--- src/rtl/serial_sub_pkg.sv ---
// Shared types and reference model for the bit-serial subtractor.
// The reference function is usable by any consumer needing a golden {bout, diff}.
package serial_sub_pkg;

  typedef enum logic [1:0] {
    IDLE  = 2'd0,
    SHIFT = 2'd1,
    DONE  = 2'd2
  } state_t;

  localparam int MAX_WIDTH = 64;

  // Returns {bout, diff} for a - b - bin at the given width (width <= MAX_WIDTH).
  // Bits above width+1 of the result are zero.
  function automatic logic [MAX_WIDTH:0] ref_sub(
    input logic [MAX_WIDTH-1:0] a,
    input logic [MAX_WIDTH-1:0] b,
    input logic                 bin,
    input int                   width
  );
    logic [MAX_WIDTH:0] t;
    logic [MAX_WIDTH:0] mask;
    logic [MAX_WIDTH:0] res;
    mask = ({{MAX_WIDTH{1'b0}}, 1'b1} << width) - 1'b1;
    t    = ({1'b0, a} & mask) - ({1'b0, b} & mask) - {{MAX_WIDTH{1'b0}}, bin};
    res  = t & mask;
    res[width] = t[width];
    return res;
  endfunction

endpackage

--- src/rtl/full_subtractor.sv ---
// One-bit combinational full-subtractor cell: d = x - y - bi, bo = borrow out.
module full_subtractor (
  input  logic x,
  input  logic y,
  input  logic bi,
  output logic d,
  output logic bo
);

  assign d  = x ^ y ^ bi;
  assign bo = (~x & y) | (~(x ^ y) & bi);

endmodule

--- src/rtl/serial_subtractor.sv ---
// Bit-serial WIDTH-bit subtractor, LSB first, with start/busy/done handshake.
//   state | meaning
//   IDLE  | waiting for start
//   SHIFT | one bit per edge through the cell
//   DONE  | one-cycle done pulse; start here is accepted like IDLE
module serial_subtractor
  import serial_sub_pkg::*;
#(
  parameter int WIDTH = 8
) (
  input  logic             clk,
  input  logic             rst_n,
  input  logic             start,
  input  logic [WIDTH-1:0] a,
  input  logic [WIDTH-1:0] b,
  input  logic             bin,
  output logic             busy,
  output logic             done,
  output logic [WIDTH-1:0] diff,
  output logic             bout
);

  localparam int CW = $clog2(WIDTH);

  state_t           r_state;
  state_t           w_next;
  logic [CW-1:0]    r_cnt;
  logic [WIDTH-1:0] r_a;
  logic [WIDTH-1:0] r_b;
  logic [WIDTH-1:0] r_res;
  logic [WIDTH-1:0] r_diff;
  logic             r_borrow;
  logic             r_bout;
  logic             r_done;
  logic             w_d;
  logic             w_bo;
  logic             w_last;
  logic             w_accept;

  full_subtractor u_cell (
    .x  (r_a[0]),
    .y  (r_b[0]),
    .bi (r_borrow),
    .d  (w_d),
    .bo (w_bo)
  );

  assign w_last   = (r_cnt == CW'(WIDTH - 1));
  assign w_accept = start && (r_state != SHIFT);

  always_ff @(posedge clk) begin
    if (!rst_n) r_state <= IDLE;
    else        r_state <= w_next;
  end

  always_comb begin
    w_next = r_state;
    case (r_state)
      IDLE:    if (start) w_next = SHIFT;
      SHIFT:   if (w_last) w_next = DONE;
      DONE:    w_next = start ? SHIFT : IDLE;
      default: w_next = IDLE;
    endcase
  end

  always_ff @(posedge clk) begin
    if (!rst_n) begin
      r_cnt    <= '0;
      r_a      <= '0;
      r_b      <= '0;
      r_res    <= '0;
      r_diff   <= '0;
      r_borrow <= 1'b0;
      r_bout   <= 1'b0;
      r_done   <= 1'b0;
    end else begin
      r_done <= 1'b0;
      if (w_accept) begin
        r_a      <= a;
        r_b      <= b;
        r_res    <= '0;
        r_borrow <= bin;
        r_cnt    <= '0;
      end else if (r_state == SHIFT) begin
        r_a      <= r_a >> 1;
        r_b      <= r_b >> 1;
        r_res    <= {w_d, r_res[WIDTH-1:1]};
        r_borrow <= w_bo;
        if (w_last) begin
          // the final difference bit lands directly in the output register
          r_diff <= {w_d, r_res[WIDTH-1:1]};
          r_bout <= w_bo;
          r_done <= 1'b1;
        end else begin
          r_cnt <= r_cnt + CW'(1);
        end
      end
    end
  end

  assign busy = (r_state == SHIFT);
  assign done = r_done;
  assign diff = r_diff;
  assign bout = r_bout;

endmodule
--- config.mk ---
export PLATFORM = sky130hd
export DESIGN_NAME = serial_subtractor
export DESIGN_NICKNAME = d
export VERILOG_FILES = /design/src/rtl/serial_sub_pkg.sv /design/src/rtl/full_subtractor.sv /design/src/rtl/serial_subtractor.sv
export SDC_FILE = /design/constraint.sdc
export NUM_CORES = 1
export LEC_CHECK = 0
export CELL_PAD_IN_SITES_DETAIL_PLACEMENT = 0
export CELL_PAD_IN_SITES_GLOBAL_PLACEMENT = 1
export CORE_UTILIZATION = 34
export CTS_CLUSTER_SIZE = 10
export DETAILED_ROUTE_END_ITERATION = 10
export GPL_TIMING_DRIVEN = 1
export HOLD_SLACK_MARGIN = 0.05
export PLACE_DENSITY = 0.71
export SLEW_MARGIN = 0
export SYNTH_ARGS = -nofsm -noshare
export SYNTH_HDL_FRONTEND = slang
export SYNTH_SLANG_ARGS = --single-unit
--- constraint.sdc ---
create_clock -name clk -period 1.2 [get_ports clk]
set_input_delay 0.24 -clock clk [delete_from_list [all_inputs] [get_ports clk]]
set_output_delay 0.24 -clock clk [all_outputs]
set_load 0.05 [all_outputs]
==> impl_metrics.json, run 1 <==
{
  "synth_cells": 171,
  "cp_top_family": "flip-flops",
  "vias_per_cell": 5.10,
  "ant_nets": 0,
  "place_hpwl_mm": 2.39,
  "finalCritPeriodShare_pct": 105,
  "critPathBufInv": 0,
  "clockBufferDepth": 2,
  "hold_path.class": "flip-flop to flip-flop",
  "vias": 1368,
  "fmaxAchievable_mhz": 792,
  "layout_common_cells": "34 x dfxtp_1, 26 x nand2_1, 19 x nor2_1, 18 x clkdlybuf4s50_1",
  "antenna_found_initial": 0,
  "cts_tree": "done",
  "drtIter0Drc": 56,
  "cpPeakStageDelay_ns": 0.34,
  "crit_top_cell": "ha_4",
  "htreeDepth": 2,
  "worstSetupPathType": "flip-flop to flip-flop",
  "num_antenna_cells": 0,
  "fin_crit_ns": 1.26,
  "place_inst": 255,
  "worst_pin_slew_ns": 0.499,
  "violations": "setup timing",
  "core-area_um2": 4410,
  "grt_overflow": 0,
  "setup_violations": 5,
  "grt_max_degree": 40,
  "clock-sinks": 39,
  "die_y_um": 70.4,
  "grt_pass1_wl_mm": 6.14,
  "track_usage_pct": 15.8,
  "crit_chain": "ha_4 -> ha_4 -> nor3b_4 -> xnor2_1 -> nor2_1",
  "multi_input_area_um2": 796,
  "timing.final.ws_setup_ns": -0.0620,
  "globalplace.congestion": 0.705,
  "placementRows": 24,
  "initial_core_util_pct": 36.0,
  "chipWidth_um": 70.4,
  "first_pass_iters": 4,
  "pin_count": 31,
  "hold_slack_ns": 0.468,
  "path_clk_slew_ns": 0.08,
  "endpoint_kind": "flip-flop",
  "maxSlewHeadroom_pct": 66.7,
  "fin_worst_skew_ns": 0.00903,
  "vdd_ir_drop_max_mv": 0.511,
  "drive_gt1_share_pct": 26.9,
  "ys_seq_elements": 39,
  "status": "complete, but fails checks",
  "powerDensity_nw_per_um2": 1140,
  "stdcell_count": 268,
  "die_area_um2": 4950,
  "nFillCells": 391,
  "cts_buffers": 5,
  "cp_slowest_cell": "dfxtp_2",
  "ys_types": 25,
  "wl_per_cell_um": 13.6,
  "synth.avg_cell_area_um2": 9.29,
  "ys_warn_count": 0,
  "postCtsHoldBufs": 0,
  "cts_root_buf": "clkbuf_8",
  "fin_nets": 238,
  "area_growth_pct": 47.5,
  "worst_setup_path_start_kind": "flip-flop",
  "grt_setup_unrepaired": "yes",
  "slew_viol_final": 0,
  "grt_pass1_vias": 1372,
  "p_leak_uw": 0.000919,
  "port_buffers": 30,
  "totalWireLength_mm": 3.64,
  "critPathRequiredTime_ns": 1.38,
  "area.sequential_um2": 787,
  "synth_seq_area_share_pct": 49.1,
  "synth_area_um2": 1590,
  "final_common_cell": "dfxtp_1",
  "clkLatencyLatePin_ns": 0.29,
  "hold_viol": 0,
  "synthesis.nets": 194,
  "path_max_fanout": 4,
  "drv_cap": 0,
  "drc": 0,
  "arrival_ns": 1.44
}
==> worst paths after layout <==
kind | cells past startpoint | slack (ns) | startpoint | end
worst min register to register | 2 | 0.47 | r_res[1] | r_res[1]
worst max register to register | 5 | -0.06 | r_cnt[1] | r_cnt[0]
worst min-delay path | 2 | 0.47 | r_res[1] | r_res[1]
worst max-delay path | 5 | -0.06 | r_cnt[1] | r_cnt[0]
==> registers in the layout, indices dropped and copies added, names as in the netlist <==
name	count
r_borrow	1
bout	1
done	1
r_a	8
r_cnt	3
r_state	2
r_res	7
r_b	8
diff	8
==> power by group <==
group	internal [uW]	switching (uW)	total, uW
Combinational	222	209	432
Clock	398	454	852
Sequential	1360	37.1	1390
==> layout make-up <==
type	instances	area share (%)
well taps	52	2.78
multi-input cells	117	34.0
inverters	5	1.12
clock buffers	5	2.94
repair buffers	47	25.0
flip-flops and latches	39	33.6
clock inverters	3	0.641
==> metal layers <==
metal	vias to the layer above	share of wire (%)	global-route usage (%)
met4	0	2.2	6.00
met1	646	43	17.5
met5	-	0	0
met3	7	4.6	5.05
li1	679	-	-
met2	36	50	27.8
==> Yosys cell counts (all sizes together) <==
cell type	count	area (um^2)
nand2	27	101
o21ai	3	26.3
fa	1	20.0
nor3b	1	12.5
nor2	19	71.3
nand2b	1	13.8
ha	2	25.0
o211a	2	20.0
xnor2	1	8.76
clkbuf	2	7.51
dfxtp	39	781
nand3	8	40.0
buf	9	60.1
nand3b	1	7.51
o211ai	1	7.51
a211oi	14	105
mux2i	15	150
a311oi	1	15.0
inv	5	18.8
a21oi	18	90.1
o21a	1	7.51
==> tightest hold or removal path: cells and delay by family, from the launching register on <==
kind / cells / cell delay, ns
flops: 1 / 0.32
simple gates: 1 / 0.05
compound gates: 1 / 0.05
==> kinds of logic after synthesis <==
kind of cell / synth area share [%]
simple gates: 15.5
compound gates: 17.1
flops: 49.1
buf+inv: 5.43
mux: 9.45
fa+ha+maj: 2.83
xor+xnor: 0.551
==> metrics by stage <==
stage / utilization (%) / instance area, um^2 / TNS [ns] / setup WS [ns] / power, uW
finish: 53.1 / 2340 / -0.204 / -0.0620 / 2680
global placement: 48.2 / 2130 / -4.85 / -0.203 / 1770
CTS: 51.2 / 2260 / -0.189 / -0.0627 / 2670
detailed placement: 48.2 / 2130 / -6.25 / -0.279 / 1790
global route: 53.1 / 2340 / -0.838 / -0.121 / 2820
floorplan: - / 1610 / 0 / 0.0000114 / 1640
==> timing repair <==
action / 4_1_cts / 5_1_grt
setup endpoints to repair: 14 / 23
cloned: 0 / 2
resized for setup: 11 / 13
pin swaps: 5 / 4
setup buffers: 3 / 0
(Power assumes the default switching activity.)
==> run 2, diff against run 1 <==
--- a/config.mk
+++ b/config.mk
@@ -7,12 +7,13 @@
 export LEC_CHECK = 0
 export CELL_PAD_IN_SITES_DETAIL_PLACEMENT = 0
 export CELL_PAD_IN_SITES_GLOBAL_PLACEMENT = 1
-export CORE_UTILIZATION = 34
+export CORE_UTILIZATION = 38
 export CTS_CLUSTER_SIZE = 10
 export DETAILED_ROUTE_END_ITERATION = 10
+export GPL_ROUTABILITY_DRIVEN = 0
 export GPL_TIMING_DRIVEN = 1
 export HOLD_SLACK_MARGIN = 0.05
-export PLACE_DENSITY = 0.71
+export PLACE_DENSITY = 0.76
 export SLEW_MARGIN = 0
 export SYNTH_ARGS = -nofsm -noshare
 export SYNTH_HDL_FRONTEND = slang
==> constraint.sdc (replaced) <==
create_clock -name clk -period 1.4 [get_ports clk]
set_input_delay 0.28 -clock clk [delete_from_list [all_inputs] [get_ports clk]]
set_output_delay 0.28 -clock clk [all_outputs]
set_load 0.05 [all_outputs]
==> impl_metrics.json, run 2 (same netlist as run 1, synthesis figures left out) <==
{
  "num_antenna_cells": 0,
  "nFillCells": 358,
  "drive_gt1_share_pct": 20.8,
  "utilization_pct": 57.5,
  "place_hpwl_mm": 2.29,
  "drc": 0,
  "clkLatencyLatePin_ns": 0.30,
  "crit-reg2reg-launch": "r_state[1]",
  "first_pass_iters": 4,
  "cts_root_buf": "clkbuf_8",
  "wl_per_cell_um": 12.5,
  "placed_area_um2": 2070,
  "timing.rr.end": "r_a[0]",
  "startpoint": "r_state[1]",
  "drtIter0Drc": 46,
  "totalWireLength_mm": 3.32,
  "placementRows": 23,
  "worst_pin_slew_ns": 0.436,
  "hold_slack_ns": 0.466,
  "fin_nets": 238,
  "grt_overflow": 0,
  "port_buffers": 30,
  "worstSetupPathType": "flip-flop to output pin",
  "vdd_ir_drop_max_mv": 1.01,
  "wl_met1_mm": 1.44,
  "chipWidth_um": 66.7,
  "antenna_found_initial": 0,
  "drv_cap": 0,
  "slew_viol_final": 0,
  "vias": 1329,
  "critPathRequiredTime_ns": 1.12,
  "place_inst": 249,
  "initial_core_util_pct": 39.7,
  "rr_worst_depth": 4,
  "vias_per_cell": 5.00,
  "clock-sinks": 39,
  "postCtsHoldBufs": 0,
  "hold_viol": 0,
  "r2r_slack_ns": 0.06,
  "dr_wl_met3_um": 131,
  "ant_nets": 0,
  "final_common_cell": "dfxtp_1",
  "layout_common_cells": "37 x dfxtp_1, 27 x nand2_1, 19 x nor2_1, 19 x clkdlybuf4s50_1, 18 x a21oi_1",
  "htreeDepth": 2,
  "fin_crit_ns": 1.39,
  "stdcell_count": 266,
  "finalCritPeriodShare_pct": 99.5,
  "pin_count": 31,
  "path_max_fanout": 7,
  "powerDensity_nw_per_um2": 1150,
  "core-area_um2": 4000,
  "path_clk_slew_ns": 0.08,
  "dr_wl_met2_mm": 1.66,
  "track_usage_pct": 15.6,
  "worst_setup_path_start_kind": "flip-flop",
  "p_leak_uw": 0.000913,
  "grt_setup_unrepaired": "yes",
  "cts_buffers": 5,
  "setup_violations": 0,
  "die_area_um2": 4440,
  "die_y_um": 66.7,
  "status": "complete, no violations",
  "grt_pass1_wl_mm": 5.06,
  "area.sequential_um2": 783,
  "fmaxAchievable_mhz": 718,
  "grt_max_degree": 33,
  "cts_tree": "done",
  "maxSlewHeadroom_pct": 70.9,
  "highest-signal-layer": "met4",
  "multi_input_area_um2": 731,
  "hold_path.class": "flip-flop to flip-flop",
  "arrival_ns": 1.11,
  "grt_pass1_vias": 1179,
  "clockBufferDepth": 2,
  "fin_worst_skew_ns": 0.00912,
  "crit_path_end": "busy",
  "fin_area_um2": 2300,
  "endpoint_kind": "output pin",
  "area_growth_pct": 44.7
}
-- run 2: stage by stage --
stage                     power [uW]  TNS (ns)  setup WS [ns]
final                           2640         0        0.00665
after global routing            2730   -0.0779        -0.0264
after CTS                       2620   -0.0913        -0.0352
after detailed placement        1510     -1.12        -0.0725
after global placement          1500    -0.384        -0.0281
after floorplan                 1400         0          0.123
-- run 2: per-layer routing --
layer	vias up	track usage, %
li1	675	-
met4	0	10.4
met3	8	4.28
met2	30	27.1
met5	-	0
met1	616	16.2
-- run 2: cell type report --
cell class | count | share of cell area, %
flip-flops and latches | 39 | 34.1
multi-input cells | 116 | 31.8
repair buffers | 47 | 23.9
clock buffers | 6 | 3.16
well taps | 50 | 2.72
clock inverters | 2 | 2.61
inverters | 5 | 1.36
repair inverters | 1 | 0.381
-- run 2: worst min-delay path by stage --
stage | startpoint | to | slack [ns] | cells past startpoint
final | r_res[1] | r_res[1] | 0.47 | 2
after CTS | r_res[1] | r_res[1] | 0.47 | 2
after global routing | r_res[5] | r_res[4] | 0.50 | 2
after floorplan | rst_n | r_state[0] | 0.40 | 1
after detailed placement | r_res[1] | r_res[1] | 0.46 | 2
after global placement | r_res[1] | r_res[1] | 0.45 | 2
-- run 2: power by group --
part	internal, uW	leakage (uW)	switching (uW)
registers	1160	0.000319	28.7
logic	171	0.000529	161
clock network	712	0.0000654	400
-- run 2: timing repair --
action,CTS,global route
setup endpoints to repair,3,15
gates resized for setup,4,5
pin swaps,0,1
setup buffers,0,8
hold endpoints to repair,0,0
gates cloned,0,1
-- run 2: critical path, cell delays in order, from the launching register on --
cell      delay, ns
dfxtp_2        0.36
nand2b_4       0.21
clkinv_8       0.09
buf_12         0.15
==> run 3, diff against run 2 <==
--- a/config.mk
+++ b/config.mk
@@ -5,6 +5,7 @@
 export SDC_FILE = /design/constraint.sdc
 export NUM_CORES = 1
 export LEC_CHECK = 0
+export CAP_MARGIN = 10
 export CELL_PAD_IN_SITES_DETAIL_PLACEMENT = 0
 export CELL_PAD_IN_SITES_GLOBAL_PLACEMENT = 1
 export CORE_UTILIZATION = 38
==> results of run 3 <==
Same layout as run 2: the final DEF is identical, and so are final timing and power.
